### src/rtl/aes_inv_key_unroll.sv
// Inverse AES-128 key schedule: takes the round-10 key and emits round keys 10..0,
// one per valid/ready handshake, deriving each previous key on the fly.

module aes_sbox (
  input  logic [7:0] i_byte,
  output logic [7:0] o_byte
);

  function automatic logic [7:0] gf_mul(input logic [7:0] a, input logic [7:0] b);
    logic [7:0] p;
    logic [7:0] aa;
    p  = 8'h00;
    aa = a;
    for (int i = 0; i < 8; i++) begin
      if (b[i]) p = p ^ aa;
      aa = {aa[6:0], 1'b0} ^ (aa[7] ? 8'h1b : 8'h00);
    end
    return p;
  endfunction

  // Multiplicative inverse as x^254 via an addition chain; maps 0 to 0 as AES requires.
  function automatic logic [7:0] sbox_calc(input logic [7:0] x);
    logic [7:0] x2, x3, x12, x15, x240, inv;
    x2   = gf_mul(x, x);
    x3   = gf_mul(x2, x);
    x12  = gf_mul(gf_mul(x3, x3), gf_mul(x3, x3));
    x15  = gf_mul(x12, x3);
    x240 = gf_mul(x15, x15);
    x240 = gf_mul(x240, x240);
    x240 = gf_mul(x240, x240);
    x240 = gf_mul(x240, x240);
    inv  = gf_mul(gf_mul(x240, x12), x2);
    return inv ^ {inv[6:0], inv[7]} ^ {inv[5:0], inv[7:6]}
         ^ {inv[4:0], inv[7:5]} ^ {inv[3:0], inv[7:4]} ^ 8'h63;
  endfunction

  assign o_byte = sbox_calc(i_byte);

endmodule

module aes_inv_key_unroll #(
  parameter int         NR        = 10,
  parameter int         IDX_W     = 4,
  parameter logic [7:0] RCON_LAST = 8'h36
) (
  input  logic             i_clk,
  input  logic             i_rst_n,
  input  logic             i_start_valid,
  output logic             o_start_ready,
  input  logic [127:0]     i_last_key,
  output logic             o_key_valid,
  input  logic             i_key_ready,
  output logic [127:0]     o_round_key,
  output logic [IDX_W-1:0] o_round_idx,
  output logic             o_key_last
);

  typedef enum logic {S_IDLE, S_EMIT} state_t;

  state_t           r_state;
  logic             r_start_ready;
  logic             r_key_valid;
  logic             r_key_last;
  logic [127:0]     r_round_key;
  logic [IDX_W-1:0] r_round_idx;
  logic [7:0]       r_rcon;

  state_t           w_state_next;
  logic             w_start_ready_next;
  logic             w_key_valid_next;
  logic             w_key_last_next;
  logic [127:0]     w_round_key_next;
  logic [IDX_W-1:0] w_round_idx_next;
  logic [7:0]       w_rcon_next;

  logic [31:0]      w_w0, w_w1, w_w2, w_w3;
  logic [31:0]      w_p0, w_p1, w_p2, w_p3;
  logic [31:0]      w_rot;
  logic [31:0]      w_sub;
  logic [7:0]       w_rcon_inv;

  assign w_w0 = r_round_key[127:96];
  assign w_w1 = r_round_key[95:64];
  assign w_w2 = r_round_key[63:32];
  assign w_w3 = r_round_key[31:0];

  // Later words of the previous key fall out by XOR; p0 needs SubWord of the recovered p3.
  assign w_p3  = w_w3 ^ w_w2;
  assign w_p2  = w_w2 ^ w_w1;
  assign w_p1  = w_w1 ^ w_w0;
  assign w_rot = {w_p3[23:0], w_p3[31:24]};
  assign w_p0  = w_w0 ^ w_sub ^ {r_rcon, 24'h000000};

  genvar gi;
  generate
    for (gi = 0; gi < 4; gi++) begin : g_sbox
      aes_sbox u_sbox (
        .i_byte (w_rot[8*gi +: 8]),
        .o_byte (w_sub[8*gi +: 8])
      );
    end
  endgenerate

  assign w_rcon_inv = r_rcon[0] ? ({1'b0, r_rcon[7:1]} ^ 8'h8d) : {1'b0, r_rcon[7:1]};

  always_ff @(posedge i_clk or negedge i_rst_n) begin
    if (!i_rst_n) begin
      r_state       <= S_IDLE;
      r_start_ready <= 1'b1;
      r_key_valid   <= 1'b0;
      r_key_last    <= 1'b0;
      r_round_key   <= '0;
      r_round_idx   <= '0;
      r_rcon        <= RCON_LAST;
    end else begin
      r_state       <= w_state_next;
      r_start_ready <= w_start_ready_next;
      r_key_valid   <= w_key_valid_next;
      r_key_last    <= w_key_last_next;
      r_round_key   <= w_round_key_next;
      r_round_idx   <= w_round_idx_next;
      r_rcon        <= w_rcon_next;
    end
  end

  always_comb begin
    w_state_next       = r_state;
    w_start_ready_next = r_start_ready;
    w_key_valid_next   = r_key_valid;
    w_key_last_next    = r_key_last;
    w_round_key_next   = r_round_key;
    w_round_idx_next   = r_round_idx;
    w_rcon_next        = r_rcon;
    case (r_state)
      S_IDLE: begin
        if (i_start_valid) begin
          w_state_next       = S_EMIT;
          w_start_ready_next = 1'b0;
          w_key_valid_next   = 1'b1;
          w_key_last_next    = (NR == 0);
          w_round_key_next   = i_last_key;
          w_round_idx_next   = IDX_W'(NR);
          w_rcon_next        = RCON_LAST;
        end
      end
      S_EMIT: begin
        if (i_key_ready) begin
          if (r_round_idx != '0) begin
            w_round_key_next = {w_p0, w_p1, w_p2, w_p3};
            w_round_idx_next = r_round_idx - IDX_W'(1);
            w_rcon_next      = w_rcon_inv;
            w_key_last_next  = (r_round_idx == IDX_W'(1));
          end else begin
            w_state_next       = S_IDLE;
            w_start_ready_next = 1'b1;
            w_key_valid_next   = 1'b0;
            w_key_last_next    = 1'b0;
          end
        end
      end
      default: w_state_next = S_IDLE;
    endcase
  end

  assign o_start_ready = r_start_ready;
  assign o_key_valid   = r_key_valid;
  assign o_key_last    = r_key_last;
  assign o_round_key   = r_round_key;
  assign o_round_idx   = r_round_idx;

endmodule

### config.mk
export PLATFORM = sky130hd
export DESIGN_NAME = aes_inv_key_unroll
export DESIGN_NICKNAME = d
export VERILOG_FILES = /design/src/rtl/aes_inv_key_unroll.sv
export SDC_FILE = /design/constraint.sdc
export NUM_CORES = 2
export LEC_CHECK = 0
export CORE_MARGIN = 10
export CORE_UTILIZATION = 35
export CTS_CLUSTER_SIZE = 8
export DETAILED_ROUTE_END_ITERATION = 6
export GPL_TIMING_DRIVEN = 0
export PLACE_DENSITY = 0.6
export RECOVER_POWER = 100
export SETUP_SLACK_MARGIN = 0.2
export SYNTH_ARGS = -nofsm -noshare
export SYNTH_HDL_FRONTEND = slang
export SYNTH_HIERARCHICAL = 1
export SYNTH_SLANG_ARGS = --single-unit
### constraint.sdc
create_clock -name i_clk -period 17.22 [get_ports i_clk]
set_input_delay 2.583 -clock i_clk [delete_from_list [all_inputs] [get_ports i_clk]]
set_output_delay 2.583 -clock i_clk [all_outputs]
set_load 0.02 [all_outputs]
==> impl_metrics.env <==
export IMPL_timing_critical_path_from_type="flip-flop"
export IMPL_drive_above_1_share=0.351
export IMPL_placed_cells=8579
export IMPL_synth_compound_area_frac=0.179
export IMPL_timing_fmax_mhz=59.0
export IMPL_synth_top_family_by_area="XOR/XNOR gates"
export IMPL_synth_simple_area_share=0.209
export IMPL_grt_pass1_vias=50593
export IMPL_yosys_area_top_type_share=0.183
export IMPL_path_class="flip-flop to flip-flop"
export IMPL_primary_flip_flop_cell_chosen_by_synthesis_mapping="sky130_fd_sc_hd__dfrtp_1"
export IMPL_hpwl_after_detailed_placement_mm=149
export IMPL_failed_checks="max-capacitance violations, max-slew violations"
export IMPL_clock_insertion_delay_worst_skew_ns=0.46
export IMPL_worst_hold_path_type="flip-flop to flip-flop"
export IMPL_min_path_cells=2
export IMPL_worst_r2r_setup_slack_ns=0.28
export IMPL_wire_length_of_the_first_global_routing_pass_mm=306
export IMPL_finalWeightedCongestion=0.949
export IMPL_synthesis_nets=6546
export IMPL_pin_count=267
export IMPL_synth_xor_area_frac=0.454
export IMPL_path_clk_slew_ns=0.08
export IMPL_groute_usage_overall=0.231
export IMPL_syn_avg_cell_area_um2=8.20
export IMPL_cts_htree_levels=4
export IMPL_report_final_hold_viol_count=0
export IMPL_yosys_mux_area_fraction=0.0382
export IMPL_initial_core_util=0.353
export IMPL_fin_skew_ns=0.0185
export IMPL_dieArea_um2=165000
export IMPL_die_h_um=407
export IMPL_max_cap_viol_count=2
export IMPL_slew_headroom=-3.20
export IMPL_synth_seq_area_share=0.0690
export IMPL_drtAntennaViolNets=0
export IMPL_worst_path_arrival_ns=17.32
export IMPL_finalSetupTns_ns=0
export IMPL_cts_path_max_buffers=2
export IMPL_num_vias=55317
export IMPL_setup_violations=0
export IMPL_crit_path_max_fanout=8
export IMPL_tritoncts="done"
export IMPL_io_buffer_count=265
export IMPL_synthArstFlopShare=1.00
export IMPL_numClockSinks=144
export IMPL_adder_cell_area_share_of_the_yosys_netlist=0.00741
export IMPL_cts_inserted_buffers=17
export IMPL_synth_seq_cells=144
export IMPL_final_period_utilization=0.984
export IMPL_synth_instances=6383
export IMPL_final_min_clock_period_ns=16.94
export IMPL_final_cells=9569
export IMPL_reg2regPathDepth=77
export IMPL_synthesis_area_um2=52300
export IMPL_final_setup_worst_slack_ns=0.277
export IMPL_synth_area_leaders="sky130_fd_sc_hd__xnor2_1 18%, sky130_fd_sc_hd__xnor3_1 10%, sky130_fd_sc_hd__dfrtp_1 6.6%"
export IMPL_netlist_cell_type_count=98
export IMPL_grt_overflow=0
export IMPL_route_final_wire_length_mm=214
export IMPL_wl_per_cell_um=22.4
export IMPL_root_buf_cell="sky130_fd_sc_hd__clkbuf_16"
export IMPL_setup_repair_after_global_routing_missed_its_margin="yes"
export IMPL_status="complete, but fails checks"
export IMPL_worst_ep_required_time_ns=17.59
export IMPL_area_growth_synth_to_final_pct=45.8
export IMPL_slew_violations=147
export IMPL_routed_via_density=5.78
export IMPL_design_core_area_um2=148000
export IMPL_max_slew_worst_pin_slew_ns=6.30
export IMPL_synth_edff_count=0
export IMPL_synth_yosys_warnings=6
export IMPL_worst_setup_path_end_kind="flip-flop"
export IMPL_synth_largest_area_cell="sky130_fd_sc_hd__xnor2_1"
export IMPL_crit_slowest_cell="sky130_fd_sc_hd__xor3_2"
export IMPL_route_detailed_drc=0
export IMPL_grt_start_max_net_pins=110
export IMPL_finalNetCount=7788
export IMPL_detailedPlace_worstSlack_ns=-3.80
export IMPL_drt_pass1_iter_count=6
export IMPL_critPathMaxStageDelay_ns=0.51
export IMPL_antenna_found_initial=10
export IMPL_std_cell_rows=141
export IMPL_chipWidth_um=407
export IMPL_drt_initial_violations=5019
[layout make-up]
cell class | count | area [µm²]
Fill cell | 12927 | 71900
Multi-Input combinational cell | 5738 | 55900
Buffer | 408 | 2660
Inverter | 94 | 389
Sequential cell | 144 | 3660
Clock inverter | 14 | 145
Antenna cell | 1 | 2.50
Tap cell | 1930 | 2410
Timing Repair Buffer | 1222 | 10600
Clock buffer | 18 | 429
[layout by cell type (no fill, tap or decap), types with 49 or more instances in the layout]
cell	count
sky130_fd_sc_hd__a211oi_1	91
sky130_fd_sc_hd__a21oi_1	209
sky130_fd_sc_hd__a311oi_1	51
sky130_fd_sc_hd__a31oi_1	94
sky130_fd_sc_hd__and3_1	88
sky130_fd_sc_hd__buf_12	49
sky130_fd_sc_hd__buf_2	56
sky130_fd_sc_hd__buf_4	901
sky130_fd_sc_hd__buf_6	108
sky130_fd_sc_hd__clkbuf_1	155
sky130_fd_sc_hd__clkdlybuf4s50_1	128
sky130_fd_sc_hd__dfrtp_1	101
sky130_fd_sc_hd__dlygate4sd3_1	136
sky130_fd_sc_hd__inv_1	59
sky130_fd_sc_hd__mux2i_1	135
sky130_fd_sc_hd__nand2_1	539
sky130_fd_sc_hd__nand2b_1	61
sky130_fd_sc_hd__nand3_1	167
sky130_fd_sc_hd__nor2_1	599
sky130_fd_sc_hd__nor2_2	51
sky130_fd_sc_hd__nor2b_1	100
sky130_fd_sc_hd__nor3_1	119
sky130_fd_sc_hd__o211ai_1	56
sky130_fd_sc_hd__o21ai_0	165
sky130_fd_sc_hd__o22ai_1	51
sky130_fd_sc_hd__or3_1	112
sky130_fd_sc_hd__xnor2_1	735
sky130_fd_sc_hd__xnor2_2	294
sky130_fd_sc_hd__xnor2_4	193
sky130_fd_sc_hd__xnor3_1	171
sky130_fd_sc_hd__xnor3_2	94
sky130_fd_sc_hd__xor2_1	241
sky130_fd_sc_hd__xor2_2	84
sky130_fd_sc_hd__xor2_4	95
[cell usage after synthesis, types with 26 or more instances]
cell and instances:
sky130_fd_sc_hd__o21ai_0 191, sky130_fd_sc_hd__xnor2_4 32, sky130_fd_sc_hd__a31oi_1 103, sky130_fd_sc_hd__buf_4 52
sky130_fd_sc_hd__nand3_1 185, sky130_fd_sc_hd__a21o_1 45, sky130_fd_sc_hd__nor3_1 138, sky130_fd_sc_hd__and3_1 95
sky130_fd_sc_hd__dfrtp_1 139, sky130_fd_sc_hd__buf_1 26, sky130_fd_sc_hd__and2_1 45, sky130_fd_sc_hd__xor3_1 64
sky130_fd_sc_hd__nor2_1 651, sky130_fd_sc_hd__nor3b_1 27, sky130_fd_sc_hd__a211oi_1 119, sky130_fd_sc_hd__nand2_1 571
sky130_fd_sc_hd__a21oi_1 252, sky130_fd_sc_hd__buf_2 110, sky130_fd_sc_hd__o221ai_1 30, sky130_fd_sc_hd__o21ai_1 40
sky130_fd_sc_hd__inv_1 73, sky130_fd_sc_hd__ha_1 31, sky130_fd_sc_hd__o211ai_1 56, sky130_fd_sc_hd__a221oi_1 51
sky130_fd_sc_hd__nand2b_1 65, sky130_fd_sc_hd__xnor3_2 28, sky130_fd_sc_hd__xnor2_2 96, sky130_fd_sc_hd__xor2_1 376
sky130_fd_sc_hd__or3_1 119, sky130_fd_sc_hd__xor2_2 36, sky130_fd_sc_hd__mux2_2 29, sky130_fd_sc_hd__xnor2_1 1094
sky130_fd_sc_hd__nor3b_2 33, sky130_fd_sc_hd__o22ai_1 69, sky130_fd_sc_hd__mux2i_1 158, sky130_fd_sc_hd__nor2b_1 111
sky130_fd_sc_hd__xnor3_1 236, sky130_fd_sc_hd__a311oi_1 61, sky130_fd_sc_hd__clkbuf_1 212
[per-layer routing]
layer / GRT usage / wire [µm] / vias to the layer above
met5: 0 / 105 / -
met4: 0.0923 / 10500 / 16
met3: 0.0494 / 18600 / 503
met2: 0.361 / 96400 / 2593
met1: 0.309 / 88400 / 27233
li1: - / - / 24972
[worst max-delay path: cells and delay by family (launching register included)]
kind / cells / cell delay (ns)
xor+xnor: 30 / 7.75
buf+inv: 17 / 2.52
simple gates: 13 / 2.49
compound gates: 12 / 2.34
fa+ha+maj: 3 / 0.78
flops: 1 / 0.49
mux: 2 / 0.46
[stage by stage]
stage	area (µm²)	hold slack, ns	utilization
5_1_grt	76200	0.546	0.515
6_report	76300	0.522	0.515
3_5_place_dp	58100	0.505	0.392
3_3_place_gp	58000	0.500	0.392
2_1_floorplan	53000	0.482	-
4_1_cts	67100	0.524	0.453
[kinds of logic after synthesis]
| logic type | count (synthesis) |
|---|---|
| and+or+nand+nor | 2231 |
| xor gates and xnor gates | 1974 |
| AOI/OAI and AO/OA | 1306 |
| buffers and inverters | 502 |
| muxes | 195 |
| DFF | 144 |
| adders and majority gates | 31 |
[path summary, 6_finish.rpt]
| kind | startpoint | to |
|---|---|---|
| setup reg to reg | o_round_key[47] | o_round_key[118] |
| hold / removal | o_key_last | o_key_last |
| hold reg to reg | o_key_last | o_key_last |
| max in group asynchronous | i_rst_n | o_round_key[46] |
| min in group asynchronous | i_rst_n | o_round_key[34] |
| setup / recovery | o_round_key[47] | o_round_key[118] |
[sequential cells by signal, indices dropped and copies added (netlist names)]
| signal | flops |
|---|---|
| o_round_key | 128 |
| r_rcon | 8 |
| o_round_idx | 4 |
| o_key_last | 1 |
| o_key_valid | 1 |
| o_start_ready | 1 |
| r_state | 1 |
[repair_timing]
item	in CTS	in global routing
hold buffers	0	0
gates cloned	1	1
pin swaps	368	525
buffers inserted	445	510
setup endpoints to repair	32	32
gates resized for setup	795	988
Power is not shown: default switching activity piles up to over one toggle a cycle in this logic, so the estimate is an artifact.
